File: src/rtl/debounce_if.sv
// debounce_if: groups the push-button conditioner signals.
//   btn_raw       raw pin (driven by the pin side / master)
//   btn_level     debounced state, 1 = pressed
//   press_pulse   one-cycle strobe on accepted press
//   release_pulse one-cycle strobe on accepted release
//   long_pulse    one-cycle strobe on long hold
// Modports: master = pin/consumer side, slave = debounce block.
interface debounce_if;
  logic btn_raw;
  logic btn_level;
  logic press_pulse;
  logic release_pulse;
  logic long_pulse;

  modport master (
    output btn_raw,
    input  btn_level,
    input  press_pulse,
    input  release_pulse,
    input  long_pulse
  );

  modport slave (
    input  btn_raw,
    output btn_level,
    output press_pulse,
    output release_pulse,
    output long_pulse
  );
endinterface

File: src/rtl/debounce.sv
// debounce: synchronises a raw push-button pin into clk, rejects contact
// bounce with a stability counter and produces a clean level plus
// single-cycle press/release strobes. Optional long-press strobe is built
// when DEBOUNCE_LONG_PRESS_EN is defined; otherwise long_pulse is 0.
// Ports:
//   clk   system clock
//   nrst  synchronous active-low reset
//   bus   debounce_if.slave (btn_raw in; btn_level, press_pulse,
//         release_pulse, long_pulse out, all registered)
//
// state       | meaning
// ------------+-------------------------------------------------
// RELEASED    | button accepted as released, waiting for a press
// PRESS_CHK   | press seen, counting stable cycles before accepting
// PRESSED     | button accepted as pressed, waiting for a release
// RELEASE_CHK | release seen, counting stable cycles before accepting
module debounce #(
  parameter int DEBOUNCE_CYCLES = 270000,
  parameter int LONG_CYCLES     = 27000000,
  parameter bit ACTIVE_LOW      = 1'b1
) (
  input  logic     clk,
  input  logic     nrst,
  debounce_if.slave bus
);
  localparam int CW = $clog2(DEBOUNCE_CYCLES);
  localparam logic [CW-1:0] CNT_MAX = CW'(DEBOUNCE_CYCLES - 1);

  typedef enum logic [1:0] {
    RELEASED    = 2'd0,
    PRESS_CHK   = 2'd1,
    PRESSED     = 2'd2,
    RELEASE_CHK = 2'd3
  } state_t;

  state_t        state, state_nxt;
  logic [CW-1:0] cnt, cnt_nxt;
  logic          s1, s2;
  logic          pressed;
  logic          level_q, press_q, release_q;
  logic          level_nxt, press_nxt, release_nxt;

  assign pressed = s2 ^ ACTIVE_LOW;

  // state register, synchroniser and registered outputs
  always_ff @(posedge clk) begin
    if (!nrst) begin
      s1        <= ACTIVE_LOW;
      s2        <= ACTIVE_LOW;
      state     <= RELEASED;
      cnt       <= '0;
      level_q   <= 1'b0;
      press_q   <= 1'b0;
      release_q <= 1'b0;
    end else begin
      s1        <= bus.btn_raw;
      s2        <= s1;
      state     <= state_nxt;
      cnt       <= cnt_nxt;
      level_q   <= level_nxt;
      press_q   <= press_nxt;
      release_q <= release_nxt;
    end
  end

  // next state; a bounce drops back and the next check restarts from 0
  always_comb begin
    state_nxt = state;
    cnt_nxt   = cnt;
    case (state)
      RELEASED: begin
        if (pressed) begin
          state_nxt = PRESS_CHK;
          cnt_nxt   = '0;
        end
      end
      PRESS_CHK: begin
        if (!pressed)            state_nxt = RELEASED;
        else if (cnt == CNT_MAX) state_nxt = PRESSED;
        else                     cnt_nxt   = cnt + 1'b1;
      end
      PRESSED: begin
        if (!pressed) begin
          state_nxt = RELEASE_CHK;
          cnt_nxt   = '0;
        end
      end
      RELEASE_CHK: begin
        if (pressed)             state_nxt = PRESSED;
        else if (cnt == CNT_MAX) state_nxt = RELEASED;
        else                     cnt_nxt   = cnt + 1'b1;
      end
      default: state_nxt = RELEASED;
    endcase
  end

  // outputs change only on an accepted transition out of a CHK state
  always_comb begin
    level_nxt   = level_q;
    press_nxt   = 1'b0;
    release_nxt = 1'b0;
    if (state == PRESS_CHK && state_nxt == PRESSED) begin
      level_nxt = 1'b1;
      press_nxt = 1'b1;
    end
    if (state == RELEASE_CHK && state_nxt == RELEASED) begin
      level_nxt   = 1'b0;
      release_nxt = 1'b1;
    end
  end

  assign bus.btn_level     = level_q;
  assign bus.press_pulse   = press_q;
  assign bus.release_pulse = release_q;

`ifdef DEBOUNCE_LONG_PRESS_EN
  localparam int HW = $clog2(LONG_CYCLES + 1);
  localparam logic [HW-1:0] HOLD_MAX = HW'(LONG_CYCLES);

  logic [HW-1:0] hcnt, hcnt_nxt;
  logic          long_q, long_nxt;

  // hold counter saturates at HOLD_MAX so long_pulse fires once per press,
  // and it keeps running through a rejected release bounce
  always_comb begin
    hcnt_nxt = hcnt;
    long_nxt = 1'b0;
    if (press_nxt || state_nxt == RELEASED) begin
      hcnt_nxt = '0;
    end else if ((state == PRESSED || state == RELEASE_CHK) && hcnt != HOLD_MAX) begin
      hcnt_nxt = hcnt + 1'b1;
      long_nxt = (hcnt_nxt == HOLD_MAX);
    end
  end

  always_ff @(posedge clk) begin
    if (!nrst) begin
      hcnt   <= '0;
      long_q <= 1'b0;
    end else begin
      hcnt   <= hcnt_nxt;
      long_q <= long_nxt;
    end
  end

  assign bus.long_pulse = long_q;
`else
  logic unused_long_cycles;
  assign unused_long_cycles = ^LONG_CYCLES;
  assign bus.long_pulse     = 1'b0;
`endif
endmodule

File: src/flat_wrapper.sv
// flat-port wrapper written by rule: the top's interface ports become plain ports
module debounce_flat 
#(
  parameter int DEBOUNCE_CYCLES = 270000,
  parameter int LONG_CYCLES     = 27000000,
  parameter bit ACTIVE_LOW      = 1'b1
)
  (clk, nrst, bus_btn_raw, bus_btn_level, bus_press_pulse, bus_release_pulse, bus_long_pulse);
  debounce_if bus_i ();
  input  logic clk;
  input  logic nrst;
  input wire logic [$bits(bus_i.btn_raw)-1:0] bus_btn_raw;
  output wire logic [$bits(bus_i.btn_level)-1:0] bus_btn_level;
  output wire logic [$bits(bus_i.press_pulse)-1:0] bus_press_pulse;
  output wire logic [$bits(bus_i.release_pulse)-1:0] bus_release_pulse;
  output wire logic [$bits(bus_i.long_pulse)-1:0] bus_long_pulse;
  assign bus_i.btn_raw = bus_btn_raw;
  assign bus_btn_level = bus_i.btn_level;
  assign bus_press_pulse = bus_i.press_pulse;
  assign bus_release_pulse = bus_i.release_pulse;
  assign bus_long_pulse = bus_i.long_pulse;
  debounce #(.DEBOUNCE_CYCLES(DEBOUNCE_CYCLES), .LONG_CYCLES(LONG_CYCLES), .ACTIVE_LOW(ACTIVE_LOW)) u_core (.clk(clk), .nrst(nrst), .bus(bus_i));
endmodule
File: config.mk
export PLATFORM = sky130hd
export DESIGN_NAME = debounce_flat
export DESIGN_NICKNAME = d
export VERILOG_FILES = /design/src/rtl/debounce_if.sv /design/src/rtl/debounce.sv /design/src/flat_wrapper.sv
export SDC_FILE = /design/constraint.sdc
export NUM_CORES = 1
export LEC_CHECK = 0
export CAP_MARGIN = 10
export CORE_MARGIN = 3
export CORE_UTILIZATION = 50
export CTS_CLUSTER_SIZE = 28
export DETAILED_ROUTE_END_ITERATION = 12
export PLACE_DENSITY = 0.69
export RECOVER_POWER = 50
export SKIP_CTS_REPAIR_TIMING = 1
export SLEW_MARGIN = 20
export SYNTH_ARGS = -nofsm -noshare
export SYNTH_HDL_FRONTEND = slang
export SYNTH_SLANG_ARGS = --single-unit
File: constraint.sdc
create_clock -name clk -period 2.9 [get_ports clk]
set_clock_uncertainty 0.05 [all_clocks]
set_input_delay 0.58 -clock clk [delete_from_list [all_inputs] [get_ports clk]]
set_output_delay 0.58 -clock clk [all_outputs]
set_load 0.005 [all_outputs]
After elaboration in Yosys (flattened, before gate mapping)
Index checks and enable logic that the tools add are counted.
{ "totals": {"regBits": 26, "inputBits": 3, "output_inout_bits": 4, "wordCells": 39} }
{ "op_classes": {"addsub": 1, "n_eq_ne": 9, "mux": 15, "bitwise_logic": 1, "n_reduce_logical": 6} }
{ "op_table": {"columns": ["cell", "n"], "rows": [
  ["two-way mux 19 bit", 5],
  ["case mux 19 bit (4 select lines)", 1],
  ["adder 19 x 1 -> 19 bit, second input constant", 1],
  ["== test 19 bit, second input constant", 1],
  ["two-way mux 2 bit", 6],
  ["case mux 2 bit (4 select lines)", 1],
  ["== test 2 bit, second input constant", 3],
  ["zero test 2 bit", 2],
  ["inequality test 2 x 1 -> 1 bit, second input constant", 2],
  ["inequality test 2 bit, second input constant", 2],
  ["AND reduction 4 bit", 1],
  ["== test 2 x 1 -> 1 bit, second input constant", 1],
  ["logical AND 1 bit", 2],
  ["two-way mux 1 bit", 2],
  ["OR reduction 2 bit", 1],
  ["inverter 1 bit", 1]
]} }

Logic depth before layout (Yosys ltp)
Gate-level depths: netlist of run 1.
{ "depth": {"word_depth": 7, "depth_mapped": 7, "mapped_depth_nobuf": 6} }

Least setup slack after synthesis of run 1
Ideal clock, no wire load.
{ "synth_path": {"path_kind": "register to register", "startpoint": "register u_core.cnt[0]", "endpoint": "register u_core.cnt[0]", "setup_time_ps": 128, "arrival_time_ps": 1813, "required_ps": 2722, "slack_ps": 909, "path_stages_with_launch": 8, "n_path_buf": 1, "synth_period_minus_slack_ps": 1991, "path_cell_list": "dfxtp_1 -> ha_1 -> nand4_1 -> or4_4 -> o31ai_4 -> buf_6 -> xor2_1 -> nor2_1"} }
{ "synth_via": {"elab_chain_len": 4, "elab_cells_between_ends": 6, "cone_classes": "1 x add/sub; 1 x eq/ne; 4 x mux"} }
{ "synth_rtl": {"columns": ["element", "line", "source"], "rows": [
  ["start, declared", "debounce.sv:37", "logic [CW-1:0] cnt, cnt_nxt;"],
  ["start signal, assigned", "debounce.sv:59", "cnt <= cnt_nxt;"],
  ["adder 19 x 1 -> 19 bit / == test 19 bit (equally long branches)", null, null],
  ["two-way mux 19 bit (*)", "debounce.sv:79, debounce.sv:90", null],
  ["two-way mux 19 bit, on equally long branches", "debounce.sv:89, debounce.sv:78", null],
  ["case mux 19 bit (4 select lines) (*)", "debounce.sv:70", "case (state)"]
]} }
Every way passes the cells marked *; elsewhere a longest branch is shown, timed or not. The select of a mux whose other input is x is not followed.
A chain may end at the register's enable or synchronous reset.

Final worst setup path of run 1
{ "layout_path": {"startpoint": "register u_core.cnt[0]", "endpoint": "register u_core.cnt[2]"} }
Same word-level chain as after synthesis.

==> results of run 1 <==
[cells in the final DEF (no fill, tap or decap), types with 2 or more instances in the layout]
cell and count:
nor3_2 2, o21ai_0 5, nor3_1 3, nand2_1 10, o21ai_1 3, xor2_1 10, inv_1 4, nand4_1 6
nor4_1 2, or3_1 2, nor2_1 18, o21ai_2 2, dfxtp_1 26, or3_2 4, a21oi_1 9, clkbuf_4 3
nand3_1 9, mux2i_1 2, nand2b_1 3, dlygate4sd3_1 4
[cell type report]
| cell class | count | area (µm²) |
|---|---|---|
| clock buffers | 3 | 22.5 |
| fillers | 223 | 973 |
| inverters | 4 | 15.0 |
| multi-input cells | 104 | 638 |
| flip-flops and latches | 26 | 520 |
| well taps | 28 | 35.0 |
| repair buffers | 5 | 50.0 |
[power by group through the flow]
stage | clock network (W) | logic (W) | registers, W
finish | 0.000147 | 0.0000236 | 0.000364
global route | 0.000166 | 0.0000261 | 0.000365
floorplan | 0 | 0.0000165 | 0.000372
CTS | 0.000154 | 0.0000248 | 0.000364
detailed placement | 0 | 0.0000249 | 0.000372
global placement | 0 | 0.0000239 | 0.000372
[metrics by stage]
stage | power [W] | instances | hold slack, ns | util | setup WS, ns
floorplan | 0.000388 | 138 | 0.336 | - | 0.909
global placement | 0.000396 | 167 | 0.339 | 0.560 | 0.685
detailed placement | 0.000397 | 167 | 0.346 | 0.560 | 0.574
CTS | 0.000543 | 170 | 0.377 | 0.570 | 0.552
global route | 0.000557 | 170 | 0.385 | 0.568 | 0.370
finish | 0.000534 | 170 | 0.371 | 0.568 | 0.548
[logic make-up (layout without fill, tap and decap cells)]
logic type | after synthesis | count (layout)
mux | 2 | 2
compound gates | 22 | 22
other cells | 1 | 1
flops | 26 | 26
simple gates | 67 | 67
fa+ha+maj | 1 | 1
xor+xnor | 11 | 11
buf+inv | 8 | 12
[registers in the layout, summed over array words and instances (netlist names)]
signal                    count
u_core.bus.press_pulse        1
u_core.s2                     1
u_core.state                  2
u_core.bus.btn_level          1
u_core.bus.release_pulse      1
u_core.cnt                   19
u_core.s1                     1
[critical path, delay by kind of cell, from the launching register on]
kind            cells  cell delay, ns
simple gates        3            0.89
compound gates      2            0.65
flops               1            0.40
fa+ha+maj           1            0.20
[final timing paths]
kind	start	end	slack (ns)
worst max-delay path	u_core.cnt[0]	u_core.cnt[2]	0.55
worst min-delay path	u_core.s1	u_core.s2	0.37
worst max register to register	u_core.cnt[0]	u_core.cnt[2]	0.55
worst min register to register	u_core.s1	u_core.s2	0.37
[routing by layer]
layer	wire, µm	GRT usage	share of wire
met1	1140	0.241	0.50
met2	1020	0.283	0.44
met3	116	0.0590	0.051
met4	21	0.0405	0.0092
met5	0	0	0
==> metrics.csv, run 1 <==
metric,value,unit
status,"finished, final reports clean",
Yosys top cell area share,0.432,
Peak VDD IR,0.419,mV
Die X,55.1,µm
CTS HTree Levels,1,
P per Cell Area,417,nW/µm²
"share of synthesized cell area in full adder, half adder and majority cells",0.0104,
Logic pwr share,0.044,
RSZ-0062 raised after global routing,no,
Post-synth EDFFs,0,
Synth warnings,0,
internal power,0.000418,W
syn avg cell area,8.73,µm²
"FFs w/ async S/R, synth",0,
vias per inst,5.72,
first-pass GRT wire length,3930,µm
post-DP HPWL,1720,µm
DR DRC count,0,
fin area,1280,µm²
multiplexer share of the synthesized area,0.0166,
starting density of the core,0.534,
Hold Path Cell Cnt,1,
Worst Tran Pin Value,1.24,ns
LEAKAGE,0.417,nW
dominant synthesized flop cell,dfxtp_1,
num ports,7,
fmax,425,MHz
max-slew violations,0,
Congestion Overflow GR,0,
startpoint type of the worst setup path,flop,
min Tclk post-route,2.35,ns
Slew HR,0.170,
Final setup viols,0,
Setup TNS,0,ns
TritonCTS clock tree,done,
largest net degree at the start of global routing,18,
First-pass DRT Iterations,4,
Required @ worst endpoint,3.00,ns
simple logic cell fraction of the synthesized area,0.300,
CP Max Fanout,14,
CP endpoint kind,flop,
Netlist cell types,36,
DP Area,1260,µm²
slowest stage cell on the critical path,o31ai_4,
vias in the first global route,852,
die span in y,55.1,µm
# rows,17,
core area,2250,µm²
Post-Synth XOR/XNOR Area,0.0800,
Synth Area in Compound Gates,0.123,
layout cells sized above 1,0.120,
Post-layout nets,148,
final WL,2290,µm
DR WL/cell,13.5,µm
period utilization,0.811,
"count leader, synth",dfxtp_1,
Area Growth Syn to Fin,6.33,%
CTS buffer count,3,
Sw Pwr,0.000116,W
Clk network pwr share,0.274,
Hold Path Class,flop to flop,
"Cell Area, Synth",1200,µm²
Worst path max stage delay,0.59,ns
Synth area leader,dfxtp_1,
Root Driver,clkbuf_4,
synth top area cells,"dfxtp_1, xor2_1, nor2_1",
leading cell types by count after synthesis,"dfxtp_1, nor2_1, nand2_1, xor2_1",
Setup CP Type,flop to flop,
initial antenna violation count,0,
CP arrival,2.45,ns
Final Hold Fails,0,
ANT cells,0,
die area,3030,µm²
CTS max path bufs,2,
DRT iter0 DRCs,27,
Worst-Skew Late Latency,0.32,ns
clock edge transition at the registers on the reported setup and hold paths,0.12,ns
"FF+latch count, synth",26,
R2R depth,6,
Port Buffers,5,
largest family of logic cells by synthesized area,simple AND/OR/NAND/NOR gates,
Post-Synthesis Cells,138,
"Seq/Total Area, Yosys",0.432,
CTS Sinks,26,
proportion of power drawn by flip-flops and latches,0.681,
Vias,973,
Final GP Congestion,0.823,
cells along the critical path,ha_1 > nand4_1 > or4_4 > o31ai_4 > or3_2 > a21oi_1,
Sw Share,0.217,
max-cap violation count,0,
post-route ant nets,0,
GRT Total Usage,0.181,
syn_nets,142,
(Power assumes the default switching activity.)
==> inputs of run 2 (changes only) <==
- clock period: 2.9 -> 2.3 ns (I/O delays scaled with it)
==> metrics.csv, run 2 (synthesized netlist as in run 1, its figures left out) <==
metric,value,unit
top routing layer used,met4,
setup ws final,0.190,ns
ANT cells,0,
DR WL/cell,13.0,µm
clock edge transition at the registers on the reported setup and hold paths,0.12,ns
Filler Cells Inserted,224,
startpoint type of the worst setup path,flop,
final WL,2260,µm
vias per inst,5.64,
CP Max Fanout,8,
max-cap violation count,0,
slowest stage cell on the critical path,or4_4,
Post-Route M1 WL,1100,µm
met2 routed WL,1060,µm
starting density of the core,0.534,
Required @ worst endpoint,2.44,ns
max FFs per register,19,
Port Buffers,5,
Hold Path Class,flop to flop,
"commonest non-fill, non-tap cell in the layout",dfxtp_1,
layout cells sized above 1,0.131,
DR DRC count,0,
Final Hold Fails,0,
# rows,17,
die span in y,55.1,µm
First-pass DRT Iterations,4,
max-slew violations,0,
CTS buffer count,3,
vias in the first global route,869,
min Tclk post-route,2.11,ns
CTS Sinks,26,
Final setup viols,0,
RSZ-0062 raised after global routing,no,
Vias,976,
Buf/Inv on CP,1,
fmax,474,MHz
Die X,55.1,µm
CP arrival,2.25,ns
largest registers,"u_core.cnt x19, u_core.state x2",
LEAKAGE,0.426,nW
GRT Total Usage,0.181,
Worst Tran Pin Value,0.709,ns
cells along the critical path,ha_1 > nand4_1 > or4_4 > o31ai_4 > buf_4 > xor2_1 > nor2_1,
Slew HR,0.527,
CP endpoint kind,flop,
CTS HTree Levels,1,
P per Cell Area,520,nW/µm²
initial antenna violation count,0,
family with the most delay on the worst path,simple AND/OR/NAND/NOR gates,
largest net degree at the start of global routing,17,
post-placement setup slack,0.247,ns
Setup CP Type,flop to flop,
Final GP Congestion,0.807,
post-route ant nets,0,
post-DP HPWL,1720,µm
TritonCTS clock tree,done,
Root Driver,clkbuf_4,
CTS max path bufs,2,
period utilization,0.917,
met3 wire length,80,µm
Setup TNS,0,ns
Congestion Overflow GR,0,
Area Growth Syn to Fin,7.89,%
Largest Register,u_core.cnt,
die area,3030,µm²
WHS,0.374,ns
Peak VDD IR,0.496,mV
DRT iter0 DRCs,19,
Worst path max stage delay,0.54,ns
num ports,7,
first-pass GRT wire length,3950,µm
most frequent cells in the layout,"dfxtp_1, nor2_1, xor2_1, nand2_1",
Post-layout nets,151,
status,"finished, final reports clean",
Worst-Skew Late Latency,0.31,ns
core area,2250,µm²
==> run 2: cell types whose count changed in the layout (fill, tap and decap cells not counted) <==
cell	previous run	this run
o21ai_0	5	6
buf_4	0	2
o21ai_1	3	2
clkbuf_1	0	1
==> run 2: final timing paths <==
check,cells after the start,start,slack (ns),endpoint
min reg2reg,1,u_core.s1,0.37,u_core.s2
max reg2reg,7,u_core.cnt[0],0.19,u_core.cnt[0]
min,1,u_core.s1,0.37,u_core.s2
max,7,u_core.cnt[0],0.19,u_core.cnt[0]
==> run 2: report_power, final <==
part / internal [W] / leakage, nW / switching (W) / total, W
registers: 0.000455 / 0.210 / 0.00000365 / 0.000459
clock network: 0.0000613 / 0.0138 / 0.000125 / 0.000186
logic: 0.0000128 / 0.202 / 0.0000192 / 0.0000320
==> run 2: cell type report <==
type / instances / area, µm² / area share
inverters: 4 / 15.0 / 0.0115
flip-flops and latches: 26 / 520 / 0.400
clock buffers: 3 / 22.5 / 0.0173
well taps: 28 / 35.0 / 0.0269
repair buffers: 8 / 68.8 / 0.0529
multi-input cells: 104 / 638 / 0.491
==> run 2: layer usage <==
| layer | vias to the layer above | track usage |
|---|---|---|
| met3 | 2 | 0.0563 |
| met5 | - | 0 |
| met2 | 14 | 0.281 |
| li1 | 501 | - |
| met4 | 0 | 0.0243 |
| met1 | 459 | 0.251 |
==> run 2: metrics by stage <==
step                      instances  total power, W  cell area, µm²   util
after floorplan                 138        0.000489            1200      -
after CTS                       173        0.000687            1310  0.580
after global placement          170        0.000503            1280  0.570
after detailed placement        170        0.000504            1280  0.570
final                           173        0.000677            1300  0.577
after global routing            173        0.000713            1300  0.577
==> inputs of run 3 (changes only) <==
- CORE_MARGIN: 3 -> 1
- CORE_UTILIZATION: 50 -> 29
- CTS_BUF_LIST: not set -> sky130_fd_sc_hd__clkbuf_16
- PLACE_DENSITY: 0.69 -> not set
==> metrics.csv, run 3 (synthesized netlist as in run 1, its figures left out) <==
metric,value,unit
P per Cell Area,626,nW/µm²
max-cap violation count,0,
post-DP HPWL,1770,µm
most frequent cells in the layout,"dfxtp_1, nor2_1, xor2_1, nand2_1",
Final setup viols,0,
Setup CP Type,flop to flop,
ANT cells,0,
die area,4420,µm²
post-route ant nets,0,
Congestion Overflow GR,0,
initial antenna violation count,0,
slowest stage cell on the critical path,or4_4,
Worst path max stage delay,0.54,ns
GRT Total Usage,0.120,
core area,4000,µm²
# rows,23,
Final Hold Fails,0,
clock edge transition at the registers on the reported setup and hold paths,0.06,ns
DRT iter0 DRCs,38,
CP endpoint kind,flop,
Worst-Skew Late Latency,0.26,ns
RSZ-0062 raised after global routing,no,
Final GP Congestion,0.868,
CTS Sinks,26,
LEAKAGE,0.455,nW
CTS HTree Levels,1,
status,"finished, final reports clean",
Final Util,0.348,
die span in y,66.5,µm
First-pass DRT Iterations,4,
period utilization,0.922,
Slew HR,0.544,
num ports,7,
fmax,472,MHz
vias in the first global route,931,
layout cells sized above 1,0.136,
internal power,0.000700,W
vias per inst,5.09,
DR DRC count,0,
DP Area,1320,µm²
Port Buffers,5,
fin area,1390,µm²
Die X,66.5,µm
min Tclk post-route,2.12,ns
startpoint type of the worst setup path,flop,
Sw Share,0.196,
CP arrival,2.19,ns
DR WL/cell,12.0,µm
Largest Register,u_core.cnt,
Clk network pwr share,0.437,
Vias,1002,
family with the most delay on the worst path,simple AND/OR/NAND/NOR gates,
CTS buffer count,3,
CTS max path bufs,2,
max FFs per register,19,
Total Power,0.000871,W
CP Max Fanout,8,
starting density of the core,0.301,
Buf/Inv on CP,1,
Sw Pwr,0.000171,W
Root Driver,clkbuf_16,
Logic pwr share,0.037,
Filler Cells Inserted,404,
Peak VDD IR,0.267,mV
Setup TNS,0,ns
Area Growth Syn to Fin,15.5,%
TritonCTS clock tree,done,
largest registers,"u_core.cnt x19, u_core.state x2",
"commonest non-fill, non-tap cell in the layout",dfxtp_1,
max-slew violations,0,
first-pass GRT wire length,4160,µm
WHS,0.361,ns
final WL,2360,µm
cells along the critical path,ha_1 > nand4_1 > or4_4 > o31ai_4 > buf_4 > xor2_1 > nor2_1,
largest net degree at the start of global routing,17,
Worst Tran Pin Value,0.684,ns
proportion of power drawn by flip-flops and latches,0.526,
Post-layout nets,152,
Hold Path Class,flop to flop,
Required @ worst endpoint,2.36,ns
run 3: cell count changes in the layout (fill, tap and decap cells not counted):
cell       before  now
clkbuf_16       0    3
buf_4           2    3
clkinv_1        0    1
clkbuf_4        3    0
run 3: through the flow:
stage | setup WS [ns] | instances
after CTS | 0.199 | 197
after floorplan | 0.309 | 138
after global placement | 0.289 | 193
final | 0.179 | 197
after global routing | 0.0445 | 197
after detailed placement | 0.214 | 193
run 3: per-layer routing:
layer / routed length [µm] / track usage / share of wire / vias up
li1: - / - / - / 503
met1: 1160 / 0.163 / 0.49 / 478
met2: 1110 / 0.191 / 0.47 / 17
met3: 56 / 0.0171 / 0.024 / 4
met4: 28 / 0.0479 / 0.012 / 0
met5: 0 / 0 / 0 / -
run 3: worst reg2reg max path: stages, from the launching register on:
cell and delay, ns:
dfxtp_1 0.37, ha_1 0.19, nand4_1 0.13, or4_4 0.54, o31ai_4 0.28, buf_4 0.19, xor2_1 0.15, nor2_1 0.06
run 3: area by class of cell:
cell class	instances	area, µm²	area share
Clock inverter	1	3.75	0.00270
Timing Repair Buffer	9	76.3	0.0549
Inverter	4	15.0	0.0108
Clock buffer	3	75.1	0.0540
Tap cell	50	62.6	0.0450
Sequential cell	26	520	0.374
Multi-Input combinational cell	104	638	0.459
run 3: path summary, 6_finish.rpt:
kind	from	cells after the start	slack, ns	to
worst min-delay path	u_core.s1	1	0.36	u_core.s2
worst max register to register	u_core.cnt[0]	7	0.18	u_core.cnt[0]
worst min register to register	u_core.s1	1	0.36	u_core.s2
worst max-delay path	u_core.cnt[0]	7	0.18	u_core.cnt[0]
run 3: power groups by stage:
| stage | clock, W | sequential [W] | combinational, W |
|---|---|---|---|
| floorplan | 0 | 0.000468 | 0.0000208 |
| global placement | 0 | 0.000469 | 0.0000342 |
| detailed placement | 0 | 0.000469 | 0.0000348 |
| CTS | 0.000390 | 0.000459 | 0.0000351 |
| global route | 0.000410 | 0.000459 | 0.0000361 |
| finish | 0.000380 | 0.000459 | 0.0000321 |
